$ cat src/rtl/amb_yinelemeli_if.sv
// ---------------------------------------------------------------------------
// amb_yinelemeli_if
//   Request/result bus between the execute stage and the multi-cycle ALU
//   co-unit.
//   Request side : istek_gecerli_i, istek_hazir_o, istek_kod_i,
//                  istek_islec1_i, istek_islec2_i
//   Result side  : sonuc_gecerli_o, sonuc_hazir_i, sonuc_o
//   Status       : mesgul_o
//   Handshake: a transfer happens on a rising edge where both valid and ready
//   are high. Once valid is raised by a producer, its payload stays stable
//   until that edge. Ready may depend combinationally on state and flush,
//   but never on the valid signal of the same channel.
//   modport slave  : the co-unit
//   modport master : the requesting pipeline stage
// ---------------------------------------------------------------------------
interface amb_yinelemeli_if #(
  parameter int VERI_BIT = 32
);
  logic                istek_gecerli_i;
  logic                istek_hazir_o;
  logic [2:0]          istek_kod_i;
  logic [VERI_BIT-1:0] istek_islec1_i;
  logic [VERI_BIT-1:0] istek_islec2_i;
  logic                sonuc_gecerli_o;
  logic                sonuc_hazir_i;
  logic [VERI_BIT-1:0] sonuc_o;
  logic                mesgul_o;

  modport slave (
    input  istek_gecerli_i, istek_kod_i, istek_islec1_i, istek_islec2_i,
    input  sonuc_hazir_i,
    output istek_hazir_o, sonuc_gecerli_o, sonuc_o, mesgul_o
  );

  modport master (
    output istek_gecerli_i, istek_kod_i, istek_islec1_i, istek_islec2_i,
    output sonuc_hazir_i,
    input  istek_hazir_o, sonuc_gecerli_o, sonuc_o, mesgul_o
  );
endinterface

$ cat src/rtl/amb_yinelemeli.sv
// ---------------------------------------------------------------------------
// amb_yinelemeli
//   Multi-cycle ALU co-unit. Bit-count ops (CNTP, CNTZ, CLZ, HMDST) examine
//   ADIM bits per cycle with a fixed latency; DIV/DIVU/REM/REMU run a
//   1-bit/cycle restoring divider on operand magnitudes and fix signs at the
//   end (truncating division). Divide-by-zero and signed overflow finish
//   immediately.
//   Ports:
//     clk_i   : clock, rising edge
//     rstn_i  : asynchronous active-low reset
//     iptal_i : flush, aborts the in-flight op and drops any held result
//     bus     : request/result bus (slave side)
//     durum_o : FSM state (0 BOS idle, 1 HESAPLA computing, 2 SONUC result)
// ---------------------------------------------------------------------------
module amb_yinelemeli #(
  parameter int VERI_BIT = 32,
  parameter int ADIM     = 4
) (
  input  logic                  clk_i,
  input  logic                  rstn_i,
  input  logic                  iptal_i,
  amb_yinelemeli_if.slave       bus,
  output logic [1:0]            durum_o
);

  localparam int SAYAC_BIT = $clog2(VERI_BIT) + 1;
  localparam int ADIM_SAYI = VERI_BIT / ADIM;

  localparam logic [2:0] K_CNTP  = 3'd0;
  localparam logic [2:0] K_CNTZ  = 3'd1;
  localparam logic [2:0] K_CLZ   = 3'd2;
  localparam logic [2:0] K_HMDST = 3'd3;

  typedef enum logic [1:0] {
    BOS     = 2'd0,
    HESAPLA = 2'd1,
    SONUC   = 2'd2
  } durum_t;

  durum_t                 r_durum;
  durum_t                 w_sonraki;

  logic [2:0]             r_kod;
  logic [VERI_BIT-1:0]    r_veri;     // count: shifting source, div: dividend/quotient
  logic [VERI_BIT-1:0]    r_kalan;    // partial remainder (always < divisor)
  logic [VERI_BIT-1:0]    r_bolen;
  logic [SAYAC_BIT-1:0]   r_acc;
  logic                   r_bulundu;  // first 1 already seen (CNTZ/CLZ)
  logic [SAYAC_BIT-1:0]   r_sayac;    // remaining steps minus one
  logic                   r_neg_q;
  logic                   r_neg_r;
  logic [VERI_BIT-1:0]    r_sonuc;

  logic                   w_kabul;
  logic                   w_bolen_sifir;
  logic                   w_tasma;
  logic                   w_ozel;
  logic [VERI_BIT-1:0]    w_ters;
  logic [VERI_BIT-1:0]    w_abs1;
  logic [VERI_BIT-1:0]    w_abs2;
  logic [SAYAC_BIT-1:0]   w_parca;
  logic                   w_bul_sonraki;
  logic [SAYAC_BIT-1:0]   w_acc_yeni;
  logic [VERI_BIT:0]      w_kaydir;
  logic                   w_qbit;
  logic [VERI_BIT-1:0]    w_kalan_yeni;
  logic [VERI_BIT-1:0]    w_bolum_yeni;
  logic [VERI_BIT-1:0]    w_q_son;
  logic [VERI_BIT-1:0]    w_r_son;

  // ---------------- request decode ----------------
  assign w_kabul       = bus.istek_gecerli_i && bus.istek_hazir_o;
  assign w_bolen_sifir = (bus.istek_islec2_i == '0);
  assign w_tasma       = (bus.istek_islec1_i == {1'b1, {(VERI_BIT-1){1'b0}}}) &&
                         (bus.istek_islec2_i == '1);
  // Division results known at accept time skip HESAPLA entirely.
  assign w_ozel        = bus.istek_kod_i[2] &&
                         (w_bolen_sifir || (bus.istek_kod_i[1] && w_tasma));

  // Signed ops divide magnitudes; MIN_NEG magnitude is exact as unsigned.
  assign w_abs1 = (bus.istek_kod_i[1] && bus.istek_islec1_i[VERI_BIT-1]) ?
                  -bus.istek_islec1_i : bus.istek_islec1_i;
  assign w_abs2 = (bus.istek_kod_i[1] && bus.istek_islec2_i[VERI_BIT-1]) ?
                  -bus.istek_islec2_i : bus.istek_islec2_i;

  // CLZ reuses the LSB-first trailing-zero scan on the bit-reversed operand.
  always_comb begin
    w_ters = '0;
    for (int i = 0; i < VERI_BIT; i++) begin
      w_ters[i] = bus.istek_islec1_i[VERI_BIT-1-i];
    end
  end

  // ---------------- count step: low ADIM bits of r_veri ----------------
  always_comb begin
    w_parca       = '0;
    w_bul_sonraki = r_bulundu;
    for (int i = 0; i < ADIM; i++) begin
      if (r_kod == K_CNTP || r_kod == K_HMDST) begin
        w_parca = w_parca + {{(SAYAC_BIT-1){1'b0}}, r_veri[i]};
      end else if (!w_bul_sonraki) begin
        if (r_veri[i]) begin
          w_bul_sonraki = 1'b1;
        end else begin
          w_parca = w_parca + {{(SAYAC_BIT-1){1'b0}}, 1'b1};
        end
      end
    end
  end

  assign w_acc_yeni = r_acc + w_parca;

  // ---------------- divide step ----------------
  // w_kaydir is the VERI_BIT+1-bit shifted partial remainder.
  assign w_kaydir     = {r_kalan, r_veri[VERI_BIT-1]};
  assign w_qbit       = (w_kaydir >= {1'b0, r_bolen});
  assign w_kalan_yeni = w_qbit ? VERI_BIT'(w_kaydir - {1'b0, r_bolen})
                               : w_kaydir[VERI_BIT-1:0];
  assign w_bolum_yeni = {r_veri[VERI_BIT-2:0], w_qbit};
  assign w_q_son      = r_neg_q ? -w_bolum_yeni : w_bolum_yeni;
  assign w_r_son      = r_neg_r ? -w_kalan_yeni : w_kalan_yeni;

  // ---------------- FSM: state register ----------------
  always_ff @(posedge clk_i or negedge rstn_i) begin
    if (!rstn_i) begin
      r_durum <= BOS;
    end else begin
      r_durum <= w_sonraki;
    end
  end

  // ---------------- FSM: next state ----------------
  always_comb begin
    w_sonraki = r_durum;
    case (r_durum)
      BOS:     if (w_kabul) w_sonraki = w_ozel ? SONUC : HESAPLA;
      HESAPLA: if (r_sayac == '0) w_sonraki = SONUC;
      SONUC:   if (bus.sonuc_hazir_i) w_sonraki = BOS;
      default: w_sonraki = BOS;
    endcase
    if (iptal_i) w_sonraki = BOS;
  end

  // ---------------- FSM: outputs ----------------
  always_comb begin
    bus.istek_hazir_o   = (r_durum == BOS) && !iptal_i;
    bus.sonuc_gecerli_o = (r_durum == SONUC);
    bus.mesgul_o        = (r_durum != BOS);
    bus.sonuc_o         = r_sonuc;
    durum_o             = r_durum;
  end

  // ---------------- datapath ----------------
  always_ff @(posedge clk_i or negedge rstn_i) begin
    if (!rstn_i) begin
      r_kod     <= '0;
      r_veri    <= '0;
      r_kalan   <= '0;
      r_bolen   <= '0;
      r_acc     <= '0;
      r_bulundu <= 1'b0;
      r_sayac   <= '0;
      r_neg_q   <= 1'b0;
      r_neg_r   <= 1'b0;
      r_sonuc   <= '0;
    end else if (w_kabul) begin
      r_kod     <= bus.istek_kod_i;
      r_acc     <= '0;
      r_bulundu <= 1'b0;
      r_kalan   <= '0;
      if (!bus.istek_kod_i[2]) begin
        r_sayac <= SAYAC_BIT'(ADIM_SAYI - 1);
        if (bus.istek_kod_i == K_CLZ) begin
          r_veri <= w_ters;
        end else if (bus.istek_kod_i == K_HMDST) begin
          r_veri <= bus.istek_islec1_i ^ bus.istek_islec2_i;
        end else begin
          r_veri <= bus.istek_islec1_i;
        end
      end else begin
        r_sayac <= SAYAC_BIT'(VERI_BIT - 1);
        r_veri  <= w_abs1;
        r_bolen <= w_abs2;
        r_neg_q <= bus.istek_kod_i[1] &
                   (bus.istek_islec1_i[VERI_BIT-1] ^ bus.istek_islec2_i[VERI_BIT-1]);
        r_neg_r <= bus.istek_kod_i[1] & bus.istek_islec1_i[VERI_BIT-1];
        if (w_bolen_sifir) begin
          r_sonuc <= bus.istek_kod_i[0] ? bus.istek_islec1_i : '1;
        end else if (bus.istek_kod_i[1] && w_tasma) begin
          r_sonuc <= bus.istek_kod_i[0] ? '0 : bus.istek_islec1_i;
        end
      end
    end else if (r_durum == HESAPLA && !iptal_i) begin
      r_sayac <= r_sayac - 1'b1;
      if (!r_kod[2]) begin
        r_veri    <= r_veri >> ADIM;
        r_acc     <= w_acc_yeni;
        r_bulundu <= w_bul_sonraki;
        if (r_sayac == '0) r_sonuc <= VERI_BIT'(w_acc_yeni);
      end else begin
        r_veri  <= w_bolum_yeni;
        r_kalan <= w_kalan_yeni;
        if (r_sayac == '0) r_sonuc <= r_kod[0] ? w_r_son : w_q_son;
      end
    end
  end

endmodule

$ cat src/flat_wrapper.sv
// flat-port wrapper written by rule: the top's interface ports become plain ports
module amb_yinelemeli_flat 
#(
  parameter int VERI_BIT = 32,
  parameter int ADIM     = 4
)
  (clk_i, rstn_i, iptal_i, durum_o, bus_istek_gecerli_i, bus_istek_kod_i, bus_istek_islec1_i, bus_istek_islec2_i, bus_sonuc_hazir_i, bus_istek_hazir_o, bus_sonuc_gecerli_o, bus_sonuc_o, bus_mesgul_o);
  amb_yinelemeli_if #(.VERI_BIT(VERI_BIT)) bus_i ();
  input  logic clk_i;
  input  logic rstn_i;
  input  logic iptal_i;
  output logic [1:0] durum_o;
  input wire logic [$bits(bus_i.istek_gecerli_i)-1:0] bus_istek_gecerli_i;
  input wire logic [$bits(bus_i.istek_kod_i)-1:0] bus_istek_kod_i;
  input wire logic [$bits(bus_i.istek_islec1_i)-1:0] bus_istek_islec1_i;
  input wire logic [$bits(bus_i.istek_islec2_i)-1:0] bus_istek_islec2_i;
  input wire logic [$bits(bus_i.sonuc_hazir_i)-1:0] bus_sonuc_hazir_i;
  output wire logic [$bits(bus_i.istek_hazir_o)-1:0] bus_istek_hazir_o;
  output wire logic [$bits(bus_i.sonuc_gecerli_o)-1:0] bus_sonuc_gecerli_o;
  output wire logic [$bits(bus_i.sonuc_o)-1:0] bus_sonuc_o;
  output wire logic [$bits(bus_i.mesgul_o)-1:0] bus_mesgul_o;
  assign bus_i.istek_gecerli_i = bus_istek_gecerli_i;
  assign bus_i.istek_kod_i = bus_istek_kod_i;
  assign bus_i.istek_islec1_i = bus_istek_islec1_i;
  assign bus_i.istek_islec2_i = bus_istek_islec2_i;
  assign bus_i.sonuc_hazir_i = bus_sonuc_hazir_i;
  assign bus_istek_hazir_o = bus_i.istek_hazir_o;
  assign bus_sonuc_gecerli_o = bus_i.sonuc_gecerli_o;
  assign bus_sonuc_o = bus_i.sonuc_o;
  assign bus_mesgul_o = bus_i.mesgul_o;
  amb_yinelemeli #(.VERI_BIT(VERI_BIT), .ADIM(ADIM)) u_core (.clk_i(clk_i), .rstn_i(rstn_i), .iptal_i(iptal_i), .bus(bus_i), .durum_o(durum_o));
endmodule
$ cat config.mk
export PLATFORM = sky130hd
export DESIGN_NAME = amb_yinelemeli_flat
export DESIGN_NICKNAME = d
export VERILOG_FILES = /design/src/rtl/amb_yinelemeli_if.sv /design/src/rtl/amb_yinelemeli.sv /design/src/flat_wrapper.sv
export SDC_FILE = /design/constraint.sdc
export NUM_CORES = 1
export LEC_CHECK = 0
export ABC_CLOCK_PERIOD_IN_PS = 5000
export BUFFER_PORTS_ARGS = -buffer_cell sky130_fd_sc_hd__buf_2
export CORE_MARGIN = 5
export CORE_UTILIZATION = 57
export CTS_CLUSTER_SIZE = 28
export DETAILED_ROUTE_END_ITERATION = 16
export PLACE_DENSITY = 0.76
export SYNTH_ARGS = -nofsm -noshare
export SYNTH_HDL_FRONTEND = slang
export SYNTH_SLANG_ARGS = --single-unit
$ cat constraint.sdc
create_clock -name clk_i -period 5 [get_ports clk_i]
set_input_delay 1 -clock clk_i [delete_from_list [all_inputs] [get_ports clk_i]]
set_output_delay 1 -clock clk_i [all_outputs]
set_load 0.01 [all_outputs]
### Word-level counts from Yosys, hierarchy flattened

Index checks and enable logic that the tools add are counted.

| cells by class | value |
|---|---|
| add/sub/neg operators | 13 |
| multiply operators | 0 |
| divide/modulo/power cells | 0 |
| order comparisons | 1 |
| equality and inequality tests | 13 |
| shift-type cells | 0 |
| multiplexer cells | 64 |
| bitwise logic cells | 4 |
| reductions and logical operators | 24 |

Operators by type and width:

| kind | count |
|---|---|
| 2-to-1 mux 32 bit | 25 |
| negation 32 bit | 4 |
| 2-to-1 mux 6 bit | 16 |
| == test 32 bit (second input constant) | 2 |
| greater-or-equal comparator 33 x 32 -> 1 bit | 1 |
| zero test 32 bit | 1 |
| subtractor 32 bit | 1 |
| bitwise XOR 32 bit | 1 |
| adder 6 x 1 -> 6 bit | 3 |
| adder 6 x 1 -> 6 bit (second input constant) | 3 |
| 2-to-1 mux 1 bit | 16 |
| 2-to-1 mux 2 bit | 5 |
| == test 3 x 2 -> 1 bit (second input constant) | 3 |
| inequality test 3 bit (second input constant) | 3 |
| logical AND 1 bit | 8 |
| nonzero test 2 bit | 4 |
| adder 6 bit | 1 |
| zero test 6 bit | 1 |
| case mux 2 bit (3 select lines) | 1 |
| AND reduction 2 bit | 3 |
| subtractor 6 x 1 -> 6 bit (second input constant) | 1 |
| 2-to-1 mux 5 bit | 1 |
| inequality test 2 bit (second input constant) | 2 |
| AND reduction 4 bit | 1 |
| other kinds (10) | 12 |

| storage, ports and cells | value |
|---|---|
| flip-flop bits (word level) | 148 |
| latch bits | 0 |
| RAM bits | 0 |
| bits in read-only memories | 0 |
| input bits | 72 |
| output and inout port bits | 37 |
| memories | 0 |

### Logic depth before layout (Yosys ltp)

| depth | value |
|---|---|
| depth in word-level cells | 20 |
| depth in mapped cells | 25 |
| gate-level depth less buffers | 25 |

### Worst setup path before layout

No wires, ideal clock.

| timing path | value |
|---|---|
| kind | register to register |
| start | register u_core.r_kalan[23] |
| end | register u_core.r_sonuc[28] (netlist: u_core.bus.sonuc_o[28]) |
| data arrival time | 4.774 ns |
| data required time | 4.876 ns |
| path slack | 0.103 ns |
| cell stages (with the launch flop) | 21 |
| path buffers | 4 |
| clock period less this slack | 4.897 ns |
| cell sequence | dfrtp_1 -> ha_1 -> buf_6 -> a21oi_1 -> o21ai_1 -> a22o_1 -> a211o_4 -> or2_1 -> buf_6 -> buf_6 -> clkbuf_1 -> o21ai_0 -> ha_1 -> o2111ai_1 -> nor4_1 -> a41oi_1 -> nand3b_1 -> or3_4 -> mux2_4 -> a21oi_2 -> a211o_1 |

| on the way | value |
|---|---|
| cells in the longest elaborated chain, start to end | 9 |
| elaborated cells on any way between the ends | 12 |
| those cells by class | add/sub (3); order compare (1); mux (8) |

RTL lines:

| what | line | text |
|---|---|---|
| start: declaration | amb_yinelemeli.sv:45 | `logic [VERI_BIT-1:0] r_kalan;` |
| start signal: assignment | amb_yinelemeli.sv:202 | `r_kalan <= w_kalan_yeni;` |
| subtractor 32 bit / greater-or-equal comparator 33 x 32 -> 1 bit (equally long branches) | amb_yinelemeli.sv:117, amb_yinelemeli.sv:116 |  |
| 2-to-1 mux 32 bit | amb_yinelemeli.sv:117 | `assign w_kalan_yeni = w_qbit ? VERI_BIT'(w_kaydir - {1'b0, r_bolen})` |
| negation 32 bit | amb_yinelemeli.sv:121 | `assign w_r_son = r_neg_r ? -w_kalan_yeni : w_kalan_yeni;` |
| 2-to-1 mux 32 bit | amb_yinelemeli.sv:121 |  |
| 2-to-1 mux 32 bit (*) (2 in series) | amb_yinelemeli.sv:203 | `if (r_sayac == '0) r_sonuc <= r_kod[0] ? w_r_son : w_q_son;` |
| 2-to-1 mux 32 bit (*) | amb_yinelemeli.sv:195 | `if (!r_kod[2]) begin` |
| 2-to-1 mux 32 bit (*) | amb_yinelemeli.sv:193 | `end else if (r_durum == HESAPLA && !iptal_i) begin` |
| 2-to-1 mux 32 bit (*) | amb_yinelemeli.sv:166 | `end else if (w_kabul) begin` |
| end signal: assignment | amb_yinelemeli.sv:190 | `r_sonuc <= bus.istek_kod_i[0] ? '0 : bus.istek_islec1_i;` |
| end signal: assignment | amb_yinelemeli.sv:199 | `if (r_sayac == '0) r_sonuc <= VERI_BIT'(w_acc_yeni);` |
| end signal: assignment | amb_yinelemeli.sv:203 |  |
| end: declaration | amb_yinelemeli.sv:52 | `logic [VERI_BIT-1:0] r_sonuc;` |

Mark *: on every way between the ends. The rest lies on a longest branch, timed or not. The select of a mux whose other input is x is not followed.
A chain may end at the register's enable or synchronous reset.

### Final worst setup path

| timing path | value |
|---|---|
| start | register u_core.r_kalan[17] |
| end | register u_core.r_sonuc[28] (netlist: u_core.bus.sonuc_o[28]) |

The elaborated chain is that of the path after synthesis.

==> impl_summary.md <==
Worst setup path
The worst setup path is launched from a flop. The worst register-to-register path has a setup slack of between 0.1 and 0.15 ns. The largest single stage delay on the critical path is around 0.45 ns. The cell that appears most often on the critical path is ha_1. Data on the critical path is required at its endpoint by 5.32 ns. The critical path endpoint category is a flop.

The signal on the critical path passes through ha_1 > a21oi_1 > o21ai_0 > a22o_1 > a211o_4 > or2_2 > inv_4 > mux2i_2 > ha_1 > o2111ai_1 > nor4_2 > a41oi_2 > nand3b_1 > or3_4 > mux2_4 > a21oi_2 > a211o_1. Together, buffers and inverters on the worst path number 1. In this design, the largest share of critical-path delay is due to compound AO/OA/AOI/OAI gates. The worst setup path is of the reg -> reg kind. The critical-path maximum fanout is 6.

The startpoint of the most critical register-to-register path is u_core.r_kalan[17]$_DFFE_PN0P_. The endpoint of the most critical register-to-register path is u_core.bus.sonuc_o[28]$_DFFE_PN0P_. The number of cells on the worst reg-to-reg path is 17.

At the worst endpoint, the arrival time is 5.20 ns. The largest individual stage delay along the critical path comes from the cell dfrtp_1.

Die
The total area inside the core boundary comes to 25100 um^2. The floorplan step defined a die boundary enclosing 28700 um^2. The floorplan step set the die height to between 150 and 200 um.

The initial cell density of the core is between 50% and 60%. The floorplan has 58 rows. approximately 110 I/O pins were placed. The die boundary width is around 170 um.

Detailed routing
For this run, design rule violations remaining after detail routing come to 0. The routed wire length is about 54000 um. The detail route stage leaves a number of antenna-violating nets equal to 0. The number of optimization iterations in the first detailed-route pass is 6. Detailed routing inserted a total of 15800 vias.

The routed length per instance is 23.3 um. The number of vias per cell after detailed routing is around 6.8. After the first detailed-routing iteration, the DRC count stood at between 2000 and 2500.

STA
At the pin with the least slew margin, the transition time is about 1.0 ns. The least setup slack across all paths after layout is about 0.12 ns. The upper clock frequency limit is approximately 200 MHz. The shortest period the worst path allows is 4.88 ns.

The setup clock skew after layout is 0.0150 ns. The number of hold violations in the final report is 0. The final number of max-transition violations is 0. The relative max-transition margin is a little under a third. The final count of negative-setup-slack endpoints is 0. In the finished design, the share of the clock period the worst path needs comes to around 100%.

Finish
The signed area change from the synthesized netlist to the final layout is 10.3%. Cells fill a little under two thirds of the core in the end. The final layout contains 2094 nets.

With fillers left out, the area of the finished cells amounts to about 16000 um^2. Leaving out filler cells and counting taps, the final layout contains between 2000 and 2500. Of the cells placed in the final design, the portion with a size suffix greater than 1 is approximately 13%.

Synthesis
Summing the areas of all compound-gate instances in the mapped netlist gives between 30% and 40% of the synthesized area. The dominant combinational cell family by area after synthesis is compound AO/OA/AOI/OAI gates. After Yosys synthesis, XOR and XNOR cells account for approximately 8.6% of the synthesized area. In the synthesized netlist the async set-or-reset flop fraction comes to 100%. The post-synthesis cell type count is 94. After synthesis the netlist holds a flip-flop and latch count of around 150.

After Yosys synthesis, and, or, nand and nor cells account for just under 20% of the synthesized area. The synthesized net count is 2063. Sequential cells were found to cover between 20% and 30% of the synthesized design area.

The Yosys step of the flow raised 0 warnings. The number of instances in the synthesized netlist is roughly 1900. The post-synthesis area per instance is approximately 7.5 um^2. The synthesized design contains 0 enable-type register cells.

The prevailing post-synth register cell is dfrtp_1. The synthesized netlist devotes roughly 5.8% of its cell area to adder and majority cells. After synthesis, the share of cell area in mux cells is approximately 4%. The cell area that synthesis handed to floorplanning was 14500 um^2.

Placed design
The placed wire-length estimate after detailed placement is 40600 um. In this run the tool buffered the top-level ports with ~110 buffer cells. Once placement finished, the instance area stood at ~15000 um^2. The placed instance count is 2276. The final estimated routing congestion in global placement is 1.08. The minimum setup slack after placement is -0.0594 ns.

Global routing
The number of global-route vias before repair is between 10000 and 15000. The number of antenna violations at the first check in global routing is 3. The global-route usage over all layers is between 30% and 40%. The pin count of the biggest net entering global routing is 87. For this run the aggregate overflow at the end of global routing stands at 0. The first global-routing pass estimated 83300 um of wire.

Min path
The worst hold path terminates at u_core.r_bolen[8]$_DFFE_PN0P_. The hold path startpoint is u_core.r_bolen[8]$_DFFE_PN0P_. The depth of the worst hold-timing path is 2. In this run the worst hold path is classified as reg -> reg.

Run
Max-cap violations in this run came to 0.

Run status
The run finished with clean final reports.

Clock network
TritonCTS built the clock tree. The tree built by TritonCTS fans out to around 150 sinks. The clock reaches the later pin of the worst-skew pair after between 0.4 and 0.5 ns. The buffer levels on the longest clock path is 2.

The clock transition at the registers of the reported paths is about 0.070 ns. The number of levels the H-tree was split into is 4. The clock buffer count from CTS is 17.

The cell sitting at the root of the clock tree is a clkbuf_16.

Power
In this run the power spent charging and discharging nets is 2.88 mW. The power density normalized to cell area is between 400 and 500 nW/um^2. The sequential cell fraction of total power is between 20 and 30%. In this run switching power makes up roughly 45% of total power. The leakage dissipation is between 6 and 7 nW. The largest voltage drop on the vdd net is 0.249 mV. The power share of the combinational group is between 40 and 50%. The internal portion of total power is approximately 3.5 mW.

The share of power burned in the clock network is between 20 and 25%.
synthesized netlist by cell type (all sizes together), types with 10 or more instances:
| library cell | count | share of area [%] |
|---|---|---|
| a211oi | 13 | 0.74 |
| maj3 | 14 | 0.98 |
| o22ai | 13 | 0.56 |
| mux2i | 53 | 3.7 |
| dfrtp | 148 | 26 |
| and3 | 10 | 0.43 |
| xnor2 | 76 | 4.6 |
| nor3 | 32 | 1.1 |
| xor2 | 66 | 4.0 |
| o21ai | 271 | 9.4 |
| clkbuf | 107 | 2.8 |
| or3 | 19 | 0.85 |
| nor4 | 23 | 1.1 |
| nor2 | 149 | 3.9 |
| o41ai | 15 | 1.1 |
| a21o | 22 | 1.1 |
| a21oi | 163 | 5.7 |
| inv | 83 | 2.2 |
| and2 | 17 | 0.73 |
| nand2 | 208 | 5.4 |
| a31oi | 24 | 1.2 |
| o211ai | 47 | 2.5 |
| a221oi | 35 | 2.1 |
| nand4 | 22 | 0.99 |
| o31ai | 24 | 1.3 |
| buf | 40 | 1.5 |
| ha | 53 | 4.6 |
| nand3 | 55 | 1.9 |
metal layers:
layer | global-route usage [%] | share of wire [%]
met5 | 0 | 0
met4 | 11.6 | 4.0
met1 | 51.5 | 40
met2 | 55.7 | 43
met3 | 9.69 | 13
through the flow:
stage	power (mW)	hold WS (ns)	setup TNS (ns)
5_1_grt	6.81	0.508	-0.00266
4_1_cts	6.27	0.486	0
2_1_floorplan	3.86	0.450	0
6_report	6.43	0.483	0
3_5_place_dp	4.83	0.471	-0.0594
3_3_place_gp	4.77	0.462	0
how the worst max path moves through the flow:
stage / start / end / depth (start not counted)
after floorplan: u_core.r_kalan[23]$_DFFE_PN0P_ / u_core.bus.sonuc_o[28]$_DFFE_PN0P_ / 20
after global routing: u_core.r_kod[0]$_DFFE_PN0P_ / u_core.bus.sonuc_o[5]$_DFFE_PN0P_ / 24
final: u_core.r_kalan[17]$_DFFE_PN0P_ / u_core.bus.sonuc_o[28]$_DFFE_PN0P_ / 17
after CTS: u_core.r_bolen[29]$_DFFE_PN0P_ / u_core.bus.sonuc_o[26]$_DFFE_PN0P_ / 18
after global placement: u_core.r_kod[0]$_DFFE_PN0P_ / u_core.bus.sonuc_o[5]$_DFFE_PN0P_ / 22
after detailed placement: u_core.r_kod[0]$_DFFE_PN0P_ / u_core.bus.sonuc_o[5]$_DFFE_PN0P_ / 22
worst register-to-register path, stage by stage, from the launching register on:
cell	delay (ns)
dfrtp_1	0.45
ha_1	0.39
a21oi_1	0.25
o21ai_0	0.20
a22o_1	0.24
a211o_4	0.28
or2_2	0.36
inv_4	0.09
mux2i_2	0.27
ha_1	0.23
o2111ai_1	0.19
nor4_2	0.37
a41oi_2	0.20
nand3b_1	0.30
or3_4	0.39
mux2_4	0.21
a21oi_2	0.05
a211o_1	0.30
registers in the layout, indices dropped and copies added, names as in the netlist:
name	flops
u_core.r_bulundu	1
u_core.r_acc	6
u_core.r_veri	32
u_core.durum_o	2
u_core.bus.sonuc_o	32
u_core.r_neg_q	1
u_core.r_kod	3
u_core.r_bolen	32
u_core.r_kalan	32
u_core.r_neg_r	1
u_core.r_sayac	6
cell families after synthesis:
logic type      count (synthesis)
compound gates                699
simple gates                  589
buf+inv                       231
flops                         148
xor+xnor                      142
fa+ha+maj                      69
mux                            58
repair_timing:
item,4_1_cts,5_1_grt
pin swaps,0,5
gates resized for setup,3,23
buffers inserted,0,2
hold buffers,0,0
endpoints found under the setup margin,3,14
power by group through the flow:
stage / Combinational, mW / Clock (mW) / Sequential (mW)
after floorplan: 2.07 / 0 / 1.79
after global placement: 2.90 / 0 / 1.86
after detailed placement: 2.95 / 0 / 1.88
after CTS: 2.98 / 1.43 / 1.86
after global routing: 3.41 / 1.49 / 1.91
final: 3.12 / 1.43 / 1.88
cells in the final DEF, fill, tap and decap left out, types with 52 or more instances in the layout:
cell type	synthesis	routed
dfrtp_1	148	147
xor2_1	66	66
mux2i_1	53	52
nor2_1	148	147
o21ai_0	265	259
nand2_1	208	207
nand3_1	55	55
buf_2	21	107
inv_1	82	82
a21oi_1	161	158
xnor2_1	76	76
cell type report:
cell class / count / area, um^2
Tap cell: 330 / 413
Fill cell: 2266 / 9120
Sequential cell: 148 / 3700
Timing Repair Buffer: 159 / 955
Clock inverter: 12 / 193
Multi-Input combinational cell: 1557 / 9950
Inverter: 84 / 318
Clock buffer: 20 / 447
Antenna cell: 2 / 5.00
(Power assumes the default switching activity.)
